==> config.mk <==
export PLATFORM = sky130hd
export DESIGN_NAME = music_sequencer
export DESIGN_NICKNAME = d
export VERILOG_FILES = /design/src/rtl/music_sequencer.sv
export SDC_FILE = /design/constraint.sdc
export NUM_CORES = 1
export LEC_CHECK = 0
export CORE_ASPECT_RATIO = 0.7
export CORE_MARGIN = 3
export CORE_UTILIZATION = 53
export CTS_CLUSTER_DIAMETER = 80
export DETAILED_ROUTE_END_ITERATION = 16
export HOLD_SLACK_MARGIN = 0.12
export PLACE_DENSITY = 0.81
export SLEW_MARGIN = 20
export SYNTH_ARGS = -nofsm -noshare
export SYNTH_HDL_FRONTEND = slang
export SYNTH_SLANG_ARGS = --single-unit
==> constraint.sdc <==
create_clock -name clk -period 3.35 [get_ports clk]
set_input_delay 0.67 -clock clk [delete_from_list [all_inputs] [get_ports clk]]
set_output_delay 0.67 -clock clk [all_outputs]
set_load 0.01 [all_outputs]
==> src/rtl/music_sequencer.sv <==
// music_sequencer: score player for one music channel.
// Walks a synchronous song ROM of {note[31:24], duration[23:0]} words,
// holds play_enable high for each note's duration, inserts GAP_CYCLES of
// silence between notes, and stops or loops at an end marker (note 8'hFF).
// Optional feature macro: MUSIC_SEQ_TEMPO_EN adds tempo_shift[1:0], which
// divides every note duration by 2^tempo_shift (minimum 1 cycle).
module music_sequencer #(
  parameter int ADDR_W     = 8,
  parameter int GAP_CYCLES = 120000
) (
  input  logic              clk,
  input  logic              rst_n,
  input  logic              start,
  input  logic              stop,
  input  logic              loop_en,
`ifdef MUSIC_SEQ_TEMPO_EN
  input  logic [1:0]        tempo_shift,
`endif
  output logic [ADDR_W-1:0] rom_addr,
  input  logic [31:0]       rom_data,
  output logic [7:0]        note,
  output logic [23:0]       duration,
  output logic              play_enable,
  output logic              busy,
  output logic              done
);

  // One counter serves both the note duration and the gap, so it must hold
  // whichever is larger.
  localparam int GAP_BITS = $clog2(GAP_CYCLES + 1);
  localparam int CNT_W    = (GAP_BITS > 24) ? GAP_BITS : 24;
  localparam bit HAS_GAP  = (GAP_CYCLES > 0);
  localparam logic [CNT_W-1:0] GAP_LOAD = CNT_W'(GAP_CYCLES - 1);

  typedef enum logic [2:0] {
    S_IDLE,
    S_FETCH,
    S_LOAD,
    S_PLAY,
    S_GAP
  } state_t;

  state_t            state_q, state_d;
  logic [ADDR_W-1:0] addr_q, addr_d;
  logic [7:0]        note_q, note_d;
  logic [23:0]       dur_q, dur_d;
  logic              play_q, play_d;
  logic              busy_q, busy_d;
  logic              done_q, done_d;
  logic [CNT_W-1:0]  cnt_q, cnt_d;

  logic [7:0]        rom_note;
  logic [23:0]       rom_dur;
  logic [23:0]       eff_dur;

  assign rom_note = rom_data[31:24];
  assign rom_dur  = rom_data[23:0];

`ifdef MUSIC_SEQ_TEMPO_EN
  logic [23:0] shifted_dur;
  // Tempo scaling: shift the ROM duration down, never below one cycle.
  always_comb begin
    shifted_dur = rom_dur >> tempo_shift;
    eff_dur     = (shifted_dur == 24'd0) ? 24'd1 : shifted_dur;
  end
`else
  assign eff_dur = rom_dur;
`endif

  // Next-state and output logic; stop overrides everything outside IDLE.
  always_comb begin
    state_d = state_q;
    addr_d  = addr_q;
    note_d  = note_q;
    dur_d   = dur_q;
    play_d  = play_q;
    cnt_d   = cnt_q;
    done_d  = 1'b0;

    case (state_q)
      S_IDLE: begin
        addr_d = '0;
        if (start && !stop) begin
          state_d = S_FETCH;
        end
      end
      S_FETCH: begin
        // Address was presented this cycle; ROM word is valid next cycle.
        state_d = S_LOAD;
      end
      S_LOAD: begin
        if (rom_note == 8'hFF) begin
          addr_d = '0;
          if (loop_en) begin
            state_d = S_FETCH;
          end else begin
            state_d = S_IDLE;
            done_d  = 1'b1;
          end
        end else if (rom_dur == 24'd0) begin
          // Zero-length words are skipped without touching the outputs.
          addr_d  = addr_q + ADDR_W'(1);
          state_d = S_FETCH;
        end else begin
          note_d  = rom_note;
          dur_d   = eff_dur;
          play_d  = 1'b1;
          cnt_d   = CNT_W'(eff_dur) - CNT_W'(1);
          state_d = S_PLAY;
        end
      end
      S_PLAY: begin
        if (cnt_q == '0) begin
          play_d = 1'b0;
          if (HAS_GAP) begin
            cnt_d   = GAP_LOAD;
            state_d = S_GAP;
          end else begin
            addr_d  = addr_q + ADDR_W'(1);
            state_d = S_FETCH;
          end
        end else begin
          cnt_d = cnt_q - CNT_W'(1);
        end
      end
      S_GAP: begin
        if (cnt_q == '0) begin
          addr_d  = addr_q + ADDR_W'(1);
          state_d = S_FETCH;
        end else begin
          cnt_d = cnt_q - CNT_W'(1);
        end
      end
      default: begin
        state_d = S_IDLE;
        addr_d  = '0;
      end
    endcase

    if (stop && (state_q != S_IDLE)) begin
      state_d = S_IDLE;
      addr_d  = '0;
      note_d  = 8'd0;
      dur_d   = 24'd0;
      play_d  = 1'b0;
      cnt_d   = '0;
      done_d  = 1'b0;
    end

    busy_d = (state_d != S_IDLE);
  end

  // State and registered outputs.
  always_ff @(posedge clk or negedge rst_n) begin
    if (!rst_n) begin
      state_q <= S_IDLE;
      addr_q  <= '0;
      note_q  <= 8'd0;
      dur_q   <= 24'd0;
      play_q  <= 1'b0;
      busy_q  <= 1'b0;
      done_q  <= 1'b0;
      cnt_q   <= '0;
    end else begin
      state_q <= state_d;
      addr_q  <= addr_d;
      note_q  <= note_d;
      dur_q   <= dur_d;
      play_q  <= play_d;
      busy_q  <= busy_d;
      done_q  <= done_d;
      cnt_q   <= cnt_d;
    end
  end

  assign rom_addr    = addr_q;
  assign note        = note_q;
  assign duration    = dur_q;
  assign play_enable = play_q;
  assign busy        = busy_q;
  assign done        = done_q;

endmodule

-- Yosys cells after proc, flatten, opt, wreduce, memory -nomap -nowiden
Index checks and enable logic that the tools add are counted.
Widths: inputs -> output; s select.
- muxes and demuxes: 36
- eq/ne operators: 14
- reduce and logical (&&, ||, !) cells: 16
- $add $sub $neg: 3
- operators by type and width (operator ; number):
    $mux 24 ; 9
    $pmux 24 s3 ; 1
    $mux 8 ; 8
    $logic_not 24->1 ; 2
    $sub 24x1->24 const B ; 2
    $pmux 8 s3 ; 1
    $mux 3 ; 5
    $ne 3x3->1 const B ; 5
    $pmux 3 s5 ; 1
    $mux 1 ; 9
    $reduce_bool 3->1 ; 3
    $add 8x1->8 const B ; 1
    $eq 8x8->1 const B ; 1
    $reduce_and 4->1 ; 2
    $eq 3x2->1 const B ; 2
    $ne 2x1->1 const B ; 3
    $reduce_and 3->1 ; 2
    $ne 4x4->1 const B ; 1
    $reduce_bool 4->1 ; 1
    $eq 3x1->1 const B ; 1
    $eq 3x3->1 const B ; 1
    $logic_not 3->1 ; 1
    $logic_and 1x1->1 ; 2
    $mux 2 ; 1
    other kinds (4) ; 4
- logic and storage cells: 77
- bits of input ports: 37
- output and inout bits: 43
- register bits: 70

-- Depth between registers and ports, before layout
- word-level depth: 6
- depth in mapped cells: 10
- depth with buffers taken out: 8

-- Worst setup path after synthesis
OpenSTA, ideal clock, no wires.
- kind: input-to-reg
- start point: input port rom_data[18]
- end point: register cnt_q[9]
- required time: 3.229 ns
- slack: 0.742 ns
- setup time: 0.121 ns
- buffers on the path: 1
- arrival: 2.487 ns
- stages on the path: 7
- path through: or3_1 > or2_1 > or4_4 > o211a_4 > and2_4 > buf_6 > a22o_1
- longest elaborated chain between the ends: 3
- RTL lines (what ; RTL line ; text):
    start: declaration ; 20 ; input logic [31:0] rom_data,
    $logic_not 24->1 ; 100 ; end else if (rom_dur == 24'd0) begin
    $ne 3x3->1 (no line) ; - ;
    $reduce_and 4->1 (no line) ; - ;
    end signal: assignment ; 172 ; cnt_q <= cnt_d;
    end: declaration ; 50 ; logic [CNT_W-1:0] cnt_q, cnt_d;
Every way passes these cells.
A chain may end at the register's enable or synchronous reset.

-- Worst setup path in the final report
- start point: register cnt_q[0]
- end point: register addr_q[2] (netlist: rom_addr[2])
- longest elaborated chain between the ends: 3
- RTL lines (what ; RTL line ; text):
    $logic_not 24->1 ; 113, 127 ;
    $ne 3x3->1 (no line) ; - ;
    $reduce_and 3->1 (no line) ; - ;
    end signal: assignment ; 166 ; addr_q <= addr_d;
    end: declaration ; 44 ; logic [ADDR_W-1:0] addr_q, addr_d;
Every way passes these cells.

==> results.py <==
metrics = {
    "placed_design": {
        "port_buffers": 79,
        "dpl.cell_count": 648,
        "dpl.hpwl_mm": 8.69,
        "gp_congestion": 0.913,
    },
    "finish": {
        "fillerInstances": 558,
        "area_delta_synth_final_pct": 28.9,
        "nets": 602,
        "drive_gt1_frac": 0.106,
        "diodes": 0,
        "multi_input_area_sq_um": 2330,
        "regArea_sq_um": 1750,
        "instances_no_fill": 664,
    },
    "logic_synthesis": {
        "netlist_area_sq_um": 4280,
        "synthDistinctLibCells": 63,
        "synth_area_per_cell_sq_um": 9.04,
        "synth_warnings": 0,
        "ys_top_cells_by_area": "dfrtp_1 41%, mux2i_1 7.5%, nor2_1 5.7%",
        "synth_edf_count": 0,
        "yosysMostFrequentCell": "dfrtp_1",
        "synth.cells.most_frequent": "70 x dfrtp_1, 65 x nor2_1, 32 x mux2i_1, 31 x nand2_1, 27 x a21oi_1",
        "yosysTopAreaCellShare": 0.409,
        "async_reset_ff_frac": 1.00,
        "yosysSeqAreaShare": 0.409,
        "synth_top_area_cell": "dfrtp_1",
        "ys.flop_type": "dfrtp_1",
        "syn_nets": 515,
        "ys_seq_elements": 70,
        "syn_inst": 474,
    },
    "sta": {
        "finalCritPeriodShare": 0.888,
        "max_freq_mhz": 336,
        "rsz0062_at_grt": "false",
        "fin_crit_ns": 2.98,
        "holdWs_ns": 0.365,
        "clock_skew_ns": 0.00530,
        "drv_slew": 0,
        "tightest_slew_ns": 0.749,
        "setup_viol": 0,
        "slew_headroom": 0.496,
        "hold_viol_final": 0,
        "final.setup.tns_ns": 0,
    },
    "global_route": {
        "grt_pass1_wl_mm": 20.0,
        "grt-ovfl-total": 0,
        "antenna_found_initial": 0,
        "grt_max_degree": 71,
        "grt_pass1_vias": 4006,
        "grt_usage": 0.279,
    },
    "floorplan": {
        "die_x_um": 113,
        "rows": 26,
        "initial_utilization": 0.565,
        "coreArea_sq_um": 7580,
        "dieHeight_um": 81.2,
        "die_area_sq_um": 9210,
        "boundaryPins": 80,
    },
    "critical_path": {
        "start_kind": "flop",
        "worstPathMaxFanout": 8,
        "critPathRequiredTime_ns": 3.57,
        "crit_type": "flop to flop",
        "critical_path_arrival_ns": 3.19,
        "cp_common_cell": "o21ai_1",
        "crit_path_end_kind": "flop",
        "critical-path-max-stage-delay_ns": 0.58,
        "worst-r2r-setup-slack_ns": 0.37,
        "cp_slowest_cell": "nor4b_1",
        "critical_path.cell_chain": "inv_1, ha_1, nor4b_1, nand4_1, o21ai_1, a31oi_1, o21ai_1, o31ai_1",
    },
    "clock_network": {
        "numCtsBuffers": 9,
        "clockBufferDepth": 2,
        "postCtsSetupBuffers": 0,
        "htree_levels": 3,
        "cts_tree": "yes",
        "path_clk_slew_ns": 0.06,
        "clock_sinks": 70,
        "clock_latency_ns": 0.34,
        "cts_root_buffer": "clkbuf_16",
        "post_cts_resized": 0,
        "ctsHoldBuffers": 0,
    },
    "route": {
        "antenna_left": 0,
        "vias_per_cell": 6.25,
        "routed_wl_mm": 12.1,
        "drt-initial-drc-count": 451,
        "wire_per_inst_um": 18.3,
        "drtPass1Iterations": 6,
        "drc": 0,
        "via_count": 4150,
    },
    "pwr": {
        "p_per_area_nw_per_um2": 571,
        "power.leakage_nw": 2.15,
        "peakVddDrop_v": 0.000445,
    },
    "min_path": {
        "hold_path_class": "primary input to async pin",
    },
    "job": {
        "max_cap_violations": 0,
    },
    "status": {
        "status": "complete, no violations",
    },
}
flip-flops by register name, summed over array words and instances (netlist names):
| name | flops |
|---|---|
| done | 1 |
| cnt_q | 24 |
| note | 8 |
| duration | 24 |
| rom_addr | 8 |
| busy | 1 |
| state_q | 3 |
| play_enable | 1 |
metrics by stage:
step	total power, W	setup slack (ns)	utilization	cell area (sq um)
6_report	0.00315	0.375	0.728	5520
5_1_grt	0.00332	0.0388	0.728	5520
4_1_cts	0.00316	0.423	0.728	5520
3_5_place_dp	0.00218	0.0766	0.689	5220
3_3_place_gp	0.00215	0.137	0.689	5220
2_1_floorplan	0.00174	0.742	-	4280
final cells by class:
| cell class | count | area share |
|---|---|---|
| clock inverter | 4 | 0.00816 |
| inverter | 10 | 0.00680 |
| timing repair buffer | 101 | 0.177 |
| sequential | 70 | 0.317 |
| clock buffer | 12 | 0.0465 |
| tap | 98 | 0.0222 |
| multi-input combinational | 369 | 0.422 |
per-layer routing:
metal  share of wire  vias up  global-route usage
met1            0.44     1992               0.382
met5               0        -                   0
met4           0.018        0              0.0996
li1                -     1921                   -
met2            0.44      212               0.418
met3            0.11       25              0.0871
cells in the final DEF (no fill, tap or decap), types with 9 or more instances in the layout:
master	count
nand2b_1	9
o21ai_1	15
nor3_1	15
clkbuf_16	9
a21oi_1	27
nor4_1	15
dfrtp_1	70
nor2_1	64
nand2_1	31
inv_1	10
mux2i_1	32
xnor2_1	11
a22o_1	9
clkdlybuf4s50_1	78
o21ai_0	22
buf_4	20
nand3_1	15
logic make-up after synthesis:
group	after synthesis	synth area share
simple gates	197	0.242
fa+ha+maj	4	0.0117
flops	70	0.409
buf+inv	35	0.0482
compound gates	117	0.176
xor+xnor	19	0.0389
mux	32	0.0748
critical path, delay by kind of cell, from the launching register on:
kind                       cells  cell delay, ns
AOI/OAI and AO/OA              4            1.04
buffers and inverters          1            0.09
DFF                            1            0.40
adders and majority gates      1            0.23
and+or+nand+nor                2            1.11
power breakdown:
part / total [W] / internal [W] / switching [W]
combinational: 0.000904 / 0.000465 / 0.000439
clock: 0.000968 / 0.000613 / 0.000355
sequential: 0.00128 / 0.00106 / 0.000216
final timing paths:
check                                    startpoint                  endpoint  cells past startpoint
max in group asynchronous                     rst_n  duration[18]$_DFFE_PN0P_                      2
min reg2reg                duration[12]$_DFFE_PN0P_  duration[12]$_DFFE_PN0P_                      2
max reg2reg                    cnt_q[0]$_DFFE_PN0P_   rom_addr[2]$_DFFE_PN0P_                      8
max                            cnt_q[0]$_DFFE_PN0P_   rom_addr[2]$_DFFE_PN0P_                      8
min                                           rst_n      cnt_q[1]$_DFFE_PN0P_                      2
min in group clk           duration[12]$_DFFE_PN0P_  duration[12]$_DFFE_PN0P_                      2
Note: power is estimated with default switching activity, not from simulation.
